## config.mk

```make
export PLATFORM = sky130hd
export DESIGN_NAME = accel_sequencer
export DESIGN_NICKNAME = d
export VERILOG_FILES = /design/src/rtl/accel_sequencer.sv
export SDC_FILE = /design/constraint.sdc
export NUM_CORES = 1
export LEC_CHECK = 0
export CAP_MARGIN = 20
export CORE_ASPECT_RATIO = 1.1
export CORE_MARGIN = 3
export CORE_UTILIZATION = 61
export DETAILED_ROUTE_END_ITERATION = 7
export PLACE_DENSITY_LB_ADDON = 0.3
export SYNTH_ARGS = -nofsm -noshare
export SYNTH_HDL_FRONTEND = slang
export SYNTH_SLANG_ARGS = --single-unit
```

## constraint.sdc

```tcl
create_clock -name ck -period 9.68 [get_ports ck]
set_clock_uncertainty 0.1 [all_clocks]
set_input_delay 0.968 -clock ck [delete_from_list [all_inputs] [get_ports ck]]
set_output_delay 0.968 -clock ck [all_outputs]
set_load 0.05 [all_outputs]
```

## src/rtl/accel_sequencer.sv

```systemverilog
// accel_sequencer
// Owns the shared SPI register-access engine for the accelerometer path.
// After reset it writes a fixed configuration list (soft reset, settle wait,
// filter, power) and then runs a four-register read burst (X, Y, Z, STATUS)
// on each sample tick. The four results are published together, with one
// valid pulse, so the display/register stage always sees a coherent set.
//
// Ports
//   ck          system clock, all state on the rising edge
//   reset       asynchronous active-low reset
//   tick        one-cycle sample request
//   spi_start   transaction request level to the SPI engine
//   spi_rw      1 = write, 0 = read
//   spi_addr    register address
//   spi_wdata   write data (0 on reads)
//   spi_ready   one-cycle end-of-transaction pulse from the engine
//   spi_rdata   read byte, valid in the spi_ready cycle
//   x_data..status  last committed sample set
//   valid       one-cycle pulse when a new set is committed
//   init_done   high once configuration has completed
//   busy        high in any state other than IDLE
//   err         sticky transaction-timeout flag
module accel_sequencer #(
    parameter logic [26:0] SETTLE_CYCLES  = 27'd5_000_000,
    parameter logic [15:0] TIMEOUT_CYCLES = 16'd4_000
) (
    input  logic       ck,
    input  logic       reset,
    input  logic       tick,
    output logic       spi_start,
    output logic       spi_rw,
    output logic [7:0] spi_addr,
    output logic [7:0] spi_wdata,
    input  logic       spi_ready,
    input  logic [7:0] spi_rdata,
    output logic [7:0] x_data,
    output logic [7:0] y_data,
    output logic [7:0] z_data,
    output logic [7:0] status,
    output logic       valid,
    output logic       init_done,
    output logic       busy,
    output logic       err
);

    typedef enum logic [3:0] {
        W_SRST, WAIT_SETTLE, W_FILT, W_PWR, IDLE,
        R_X, R_Y, R_Z, R_S, GAP, COMMIT
    } state_e;

    state_e      state_q, state_d;
    state_e      ret_q, ret_d;
    logic [26:0] settleCnt_q, settleCnt_d;
    logic [15:0] tmoCnt_q, tmoCnt_d;
    logic        pend_q, pend_d;
    logic [7:0]  shX_q, shX_d, shY_q, shY_d, shZ_q, shZ_d, shS_q, shS_d;
    logic        start_q, start_d, rw_q, rw_d;
    logic [7:0]  addr_q, addr_d, wdata_q, wdata_d;
    logic [7:0]  x_q, x_d, y_q, y_d, z_q, z_d, s_q, s_d;
    logic        valid_q, valid_d, initDone_q, initDone_d;
    logic        busy_q, busy_d, err_q, err_d;
    logic        readyOk, timeoutHit;

    // Ready only counts while a request is actually on the wire, so stray
    // pulses in GAP/IDLE/WAIT_SETTLE have no effect.
    assign readyOk    = start_q & spi_ready;
    assign timeoutHit = start_q & ~spi_ready & (tmoCnt_q == TIMEOUT_CYCLES - 16'd1);

    // Next-state logic followed by the registered outputs, which are all
    // derived from the upcoming state so they change together with it.
    always_comb begin
        state_d     = state_q;
        ret_d       = ret_q;
        settleCnt_d = settleCnt_q;
        pend_d      = pend_q;
        shX_d       = shX_q;
        shY_d       = shY_q;
        shZ_d       = shZ_q;
        shS_d       = shS_q;

        // One-deep tick memory while the burst engine is occupied.
        if (tick && initDone_q && state_q != IDLE) begin
            pend_d = 1'b1;
        end

        case (state_q)
            W_SRST: begin
                if (readyOk) begin
                    state_d = GAP;
                    ret_d   = WAIT_SETTLE;
                end else if (timeoutHit) begin
                    state_d = GAP;
                    ret_d   = W_SRST;
                end
            end
            WAIT_SETTLE: begin
                if (settleCnt_q == SETTLE_CYCLES - 27'd1) begin
                    settleCnt_d = 27'd0;
                    state_d     = W_FILT;
                end else begin
                    settleCnt_d = settleCnt_q + 27'd1;
                end
            end
            W_FILT: begin
                if (readyOk) begin
                    state_d = GAP;
                    ret_d   = W_PWR;
                end else if (timeoutHit) begin
                    state_d = GAP;
                    ret_d   = W_SRST;
                end
            end
            W_PWR: begin
                if (readyOk) begin
                    state_d = GAP;
                    ret_d   = IDLE;
                end else if (timeoutHit) begin
                    state_d = GAP;
                    ret_d   = W_SRST;
                end
            end
            IDLE: begin
                if (tick || pend_q) begin
                    state_d = R_X;
                    pend_d  = 1'b0;
                end
            end
            R_X: begin
                if (readyOk) begin
                    shX_d   = spi_rdata;
                    state_d = GAP;
                    ret_d   = R_Y;
                end else if (timeoutHit) begin
                    state_d = IDLE;
                end
            end
            R_Y: begin
                if (readyOk) begin
                    shY_d   = spi_rdata;
                    state_d = GAP;
                    ret_d   = R_Z;
                end else if (timeoutHit) begin
                    state_d = IDLE;
                end
            end
            R_Z: begin
                if (readyOk) begin
                    shZ_d   = spi_rdata;
                    state_d = GAP;
                    ret_d   = R_S;
                end else if (timeoutHit) begin
                    state_d = IDLE;
                end
            end
            R_S: begin
                if (readyOk) begin
                    shS_d   = spi_rdata;
                    state_d = GAP;
                    ret_d   = COMMIT;
                end else if (timeoutHit) begin
                    state_d = IDLE;
                end
            end
            GAP:     state_d = ret_q;
            COMMIT:  state_d = IDLE;
            default: state_d = W_SRST;
        endcase

        start_d = 1'b0;
        rw_d    = 1'b0;
        addr_d  = 8'h00;
        wdata_d = 8'h00;
        case (state_d)
            W_SRST: begin start_d = 1'b1; rw_d = 1'b1; addr_d = 8'h1F; wdata_d = 8'h52; end
            W_FILT: begin start_d = 1'b1; rw_d = 1'b1; addr_d = 8'h2C; wdata_d = 8'h13; end
            W_PWR:  begin start_d = 1'b1; rw_d = 1'b1; addr_d = 8'h2D; wdata_d = 8'h02; end
            R_X:    begin start_d = 1'b1; addr_d = 8'h08; end
            R_Y:    begin start_d = 1'b1; addr_d = 8'h09; end
            R_Z:    begin start_d = 1'b1; addr_d = 8'h0A; end
            R_S:    begin start_d = 1'b1; addr_d = 8'h0B; end
            default: ;
        endcase

        // Counts request cycles; any completion, timeout or GAP restarts it.
        tmoCnt_d = (start_q && !spi_ready && !timeoutHit) ? tmoCnt_q + 16'd1 : 16'd0;

        // IDLE is only reachable through a clean configuration pass.
        initDone_d = initDone_q | (state_d == IDLE);
        busy_d     = (state_d != IDLE);
        err_d      = err_q | timeoutHit;
        valid_d    = (state_d == COMMIT);
        x_d        = (state_d == COMMIT) ? shX_q : x_q;
        y_d        = (state_d == COMMIT) ? shY_q : y_q;
        z_d        = (state_d == COMMIT) ? shZ_q : z_q;
        s_d        = (state_d == COMMIT) ? shS_q : s_q;
    end

    // State and output registers; reset drops every output asynchronously.
    always_ff @(posedge ck or negedge reset) begin
        if (!reset) begin
            state_q     <= W_SRST;
            ret_q       <= W_SRST;
            settleCnt_q <= 27'd0;
            tmoCnt_q    <= 16'd0;
            pend_q      <= 1'b0;
            shX_q       <= 8'h00;
            shY_q       <= 8'h00;
            shZ_q       <= 8'h00;
            shS_q       <= 8'h00;
            start_q     <= 1'b0;
            rw_q        <= 1'b0;
            addr_q      <= 8'h00;
            wdata_q     <= 8'h00;
            x_q         <= 8'h00;
            y_q         <= 8'h00;
            z_q         <= 8'h00;
            s_q         <= 8'h00;
            valid_q     <= 1'b0;
            initDone_q  <= 1'b0;
            busy_q      <= 1'b0;
            err_q       <= 1'b0;
        end else begin
            state_q     <= state_d;
            ret_q       <= ret_d;
            settleCnt_q <= settleCnt_d;
            tmoCnt_q    <= tmoCnt_d;
            pend_q      <= pend_d;
            shX_q       <= shX_d;
            shY_q       <= shY_d;
            shZ_q       <= shZ_d;
            shS_q       <= shS_d;
            start_q     <= start_d;
            rw_q        <= rw_d;
            addr_q      <= addr_d;
            wdata_q     <= wdata_d;
            x_q         <= x_d;
            y_q         <= y_d;
            z_q         <= z_d;
            s_q         <= s_d;
            valid_q     <= valid_d;
            initDone_q  <= initDone_d;
            busy_q      <= busy_d;
            err_q       <= err_d;
        end
    end

    assign spi_start = start_q;
    assign spi_rw    = rw_q;
    assign spi_addr  = addr_q;
    assign spi_wdata = wdata_q;
    assign x_data    = x_q;
    assign y_data    = y_q;
    assign z_data    = z_q;
    assign status    = s_q;
    assign valid     = valid_q;
    assign init_done = initDone_q;
    assign busy      = busy_q;
    assign err       = err_q;

endmodule

```

# Word level (Yosys, flattened, before mapping)
# Cells that the tools add are included.
# op_classes
addsub	2
n_eq_ne	26
muxes	25
n_bitwise	6
n_reduce_logical	19
# ops
op	count
two-way mux 4 bit	14
one-hot mux 6 bit (7 select lines)	1
equality test 4 x 3 -> 1 bit (second input constant)	8
one-hot mux 4 bit (7 select lines)	1
adder 27 x 1 -> 27 bit (second input constant)	1
equality test 27 x 23 -> 1 bit (second input constant)	1
two-way mux 27 bit	1
one-hot mux 4 bit (6 select lines)	1
one-hot mux 7 bit (3 select lines)	1
equality test 4 bit (second input constant)	5
adder 16 x 1 -> 16 bit (second input constant)	1
equality test 16 x 12 -> 1 bit (second input constant)	1
equality test 4 x 2 -> 1 bit (second input constant)	4
two-way mux 16 bit	1
logical NOT 4 bit	2
inequality test 2 bit (second input constant)	4
inequality test 4 x 3 -> 1 bit (second input constant)	2
AND reduction 2 bit	4
nonzero test 7 bit	1
OR reduction 7 bit	1
OR reduction 3 bit	2
two-way mux 1 bit	5
AND reduction 5 bit	1
equality test 4 x 1 -> 1 bit (second input constant)	1
other kinds (7)	14
# word_totals
regBits	138
input_bits	12
output_inout_bits	54
word_cells	99

# Logic depth before layout (Yosys ltp)
# depth
ltp_word	9
mapped_depth	9
mapped_depth_nobuf	8

# Worst setup path before layout
# Ideal clock, no wire load.
# synth_path
kind	input -> register
start	in tick
end	reg s_q[0] (netlist: status[0])
setup_ns	0.125
arrival_ns	3.170
t_required_ns	9.455
slack_ns	6.285
stages	7
n_path_buf	1
cell_sequence	or4_1 > o211ai_1 > o211ai_1 > or4_1 > a2111oi_4 > buf_6 > mux2_4
# synth_via
elab_chain_cells	4
# synth_lines
item	line	rtl
from (decl)	29	input logic tick,
logical OR 1 bit	123	if (tick || pend_q) begin
two-way mux 4 bit	123	
one-hot mux 4 bit (6 select lines)	86	case (state_q)
equality test 4 bit	195	s_d = (state_d == COMMIT) ? shS_q : s_q;
to (signal assigned)	217	s_q <= 8'h00;
to (signal assigned)	239	s_q <= s_d;
to (decl)	59	logic [7:0] x_q, x_d, y_q, y_d, z_q, z_d, s_q, s_d;
# Every way passes these cells.
# A chain may end at the register's enable or synchronous reset.

# Worst setup path in the final report
# layout_path
start	in spi_ready
end	reg x_q[0] (netlist: x_data[0])
# layout_via
elab_chain_cells	7
elab_cells_between_ends	10
classes_between	1 x eq/ne; 5 x mux; 4 x bitwise
# layout_lines
item	line	rtl
from (decl)	34	input logic spi_ready,
NOT 1 bit	67	assign timeoutHit = start_q & ~spi_ready & (tmoCnt_q == TIMEOUT_CYCLES - 16'd1);
AND 1 bit (2 in series)	67	
two-way mux 4 bit (on tied branches)	--	
two-way mux 4 bit (on tied branches)	147, 88	
one-hot mux 4 bit (6 select lines) *	86	
equality test 4 bit *	192	x_d = (state_d == COMMIT) ? shX_q : x_q;
to (signal assigned)	214	x_q <= 8'h00;
to (signal assigned)	236	x_q <= x_d;
to (decl)	59	
# Every way passes the cells marked *; elsewhere a longest branch is shown, timed or not.

==> flow_metrics.env <==
export IMPL_initial_core_util_pct=62.9
export IMPL_ant_nets=0
export IMPL_die_area_um2=10900
export IMPL_place_congestion=0.861
export IMPL_r2r_slack_ns=5.91
export IMPL_synth_main_ff_cell="dfrtp_1"
export IMPL_synth_top_area_cell="dfrtp_1"
export IMPL_num_io_pins=66
export IMPL_fillers=606
export IMPL_dp_cells=646
export IMPL_top_register="settleCnt_q"
export IMPL_layout_commonest_cell="dfrtp_1"
export IMPL_finalNonFillerCells=678
export IMPL_clkSlewWorstSetupHoldPaths_ns=0.06
export IMPL_slowest_stage="or4_1"
export IMPL_ys_types=61
export IMPL_die_w_um=99.9
export IMPL_r2r_end="x_data[0]"
export IMPL_finalCriticalPeriod_ns=3.96
export IMPL_numCtsBuffers=17
export IMPL_cp_data_arrival_time_ns=4.27
export IMPL_netlist_area_um2=5910
export IMPL_synth_async_reset_ratio_pct=100
export IMPL_clock_latency_ns=0.53
export IMPL_crit_path_max_fanout=33
export IMPL_ir_worst_vdd_v=0.000161
export IMPL_dr_pass1_iters=4
export IMPL_path_cells="clkdlybuf4s50_1 > and2_1 > o211ai_1 > o211ai_1 > or4_1 > a2111oi_4 > buf_4 > mux2_2"
export IMPL_critPathLaunchType="primary input"
export IMPL_cts_tree="built"
export IMPL_initialDrtViolationCount=195
export IMPL_critPathKind="in -> reg"
export IMPL_slew_violations=0
export IMPL_crit_buf_inv=2
export IMPL_ys_top_cells_by_area="dfrtp_1 (55%), mux2_4 (7.4%), mux2_2 (6.9%), xor2_1 (3.0%), nor2_1 (2.9%)"
export IMPL_top_regs="settleCnt_q (27), tmoCnt_q (16)"
export IMPL_grt_first_pass_wirelength_um=19700
export IMPL_setup_viol=0
export IMPL_rsz0062_at_grt="no"
export IMPL_yosysSeqAreaShare_pct=55.0
export IMPL_synth_edf_count=0
export IMPL_worstMarginPinSlew_ns=1.04
export IMPL_wl_um=12000
export IMPL_post_cts_buffers=0
export IMPL_grt_overflow=0
export IMPL_area_growth_pct=19.6
export IMPL_fin_ws_ns=5.72
export IMPL_p_leak_nw=3.16
export IMPL_antenna_found_initial=0
export IMPL_holdWs_ns=0.363
export IMPL_routedWlPerCell_um=17.7
export IMPL_power_density_nw_per_um2=269
export IMPL_n_antenna_cell=0
export IMPL_fmaxAchievable_mhz=253
export IMPL_setup_tns_ns=0
export IMPL_cts_root_buf="clkbuf_8"
export IMPL_grt_start_max_net_pins=81
export IMPL_drive_above_1_share_pct=20.1
export IMPL_cts_repair_resized=0
export IMPL_r2r_start="tmoCnt_q[13]"
export IMPL_ff2ff_path_depth=7
export IMPL_report_power_total_mw=1.91
export IMPL_syn_inst=487
export IMPL_synth_warnings=0
export IMPL_maxSlewHeadroom_pct=29.5
export IMPL_ys_ff_latch=130
export IMPL_dp_slack_ns=5.24
export IMPL_cap_violations=0
export IMPL_largest_register_ffs=27
export IMPL_avgViaCountPerCell=5.88
export IMPL_cpPeakStageDelay_ns=0.72
export IMPL_end_kind="flop"
export IMPL_cp_top_family="simple AND/OR/NAND/NOR gates"
export IMPL_dpl_hpwl_um=7620
export IMPL_cts_sinks=130
export IMPL_cpMostUsedCell="o211ai_1"
export IMPL_crit_required_ns=9.99
export IMPL_h_tree_depth=4
export IMPL_seq_area_um2=3250
export IMPL_fin_crit_sh_pct=40.9
export IMPL_final_nets=562
export IMPL_vias=3985
export IMPL_drc=0
export IMPL_holdBufCountCts=0
export IMPL_multiInputGateArea_um2=2510
export IMPL_rows=37
export IMPL_core_um2=9400
export IMPL_syn_avg_cell_area_um2=12.1
export IMPL_synth_top_cell_area_share_pct=55.0
export IMPL_track_usage_pct=23.4
export IMPL_status="finished clean"
export IMPL_hp_class="in -> async"
export IMPL_port_buffers=59
export IMPL_mostFrequentLayoutCells="dfrtp_1 (130), clkdlybuf4s50_1 (58), nor2_1 (45), mux2_2 (36), mux2_4 (29)"
export IMPL_die_y_um=109
export IMPL_grt_pass1_vias=3980
export IMPL_hold_viol_final=0
export IMPL_clockBufferDepth=2
how the worst max path moves through the flow:
stage                         start   endpoint  slack [ns]  cells after the start
after floorplan                tick  status[0]        6.28                      7
after CTS                 spi_ready  x_data[0]        5.77                      8
final                     spi_ready  x_data[0]        5.72                      8
after global placement    spi_ready  x_data[0]        5.32                      8
after detailed placement  spi_ready  y_data[6]        5.24                      8
after global routing      spi_ready  y_data[6]        5.57                      8
where the power goes:
part           internal [mW]  switching, mW
Sequential             0.642         0.0899
Clock                  0.323          0.245
Combinational          0.233          0.373
stage by stage:
stage / utilization, % / area (um2)
finish: 75.3 / 7080
floorplan: - / 5930
global placement: 69.6 / 6540
CTS: 75.3 / 7080
detailed placement: 69.6 / 6540
global route: 75.3 / 7080
layout make-up:
class	instances	share of cell area, %
tap	117	2.07
inverter	6	0.318
timing repair buffer	62	8.63
multi-input combinational	331	35.5
sequential	130	46.0
clock buffer	18	6.05
clock inverter	14	1.49
cells in the mapped netlist (2+ instances only):
master / count
mux2_2: 36
nor4_1: 3
nor2b_1: 7
nand4_1: 14
nand3_1: 22
a21oi_1: 12
xnor2_1: 19
nand2b_1: 5
and3b_1: 3
nor4b_1: 2
and4_1: 3
ha_1: 2
o32ai_1: 2
a22o_1: 2
or4_1: 4
nand2_1: 27
a32o_1: 2
or3_1: 2
dfrtp_1: 130
and2_1: 4
o21ai_0: 11
xor2_1: 20
or3b_2: 3
buf_6: 3
nor3_1: 7
o211ai_1: 2
clkbuf_1: 13
buf_4: 8
inv_1: 5
mux2_4: 29
nor2_1: 45
a31oi_1: 3
and3_1: 9
cell families after synthesis:
family | after synthesis | share of synthesized area, %
other | 1 | 0.0634
buffers and inverters | 31 | 2.88
AOI/OAI and AO/OA | 50 | 6.20
adders and majority gates | 2 | 0.423
and+or+nand+nor | 168 | 15.3
muxes | 66 | 14.4
xor gates and xnor gates | 39 | 5.78
DFF | 130 | 55.0
layer usage:
layer  share of wire (%)  track usage, %  vias up
li1                    -               -     1846
met1                  45            31.5     1992
met2                  48            35.9      120
met3                 5.2            5.69       27
met4                 2.3            10.9        0
met5                   0               0        -
No activity file was read; power rests on OpenSTA's default activity.
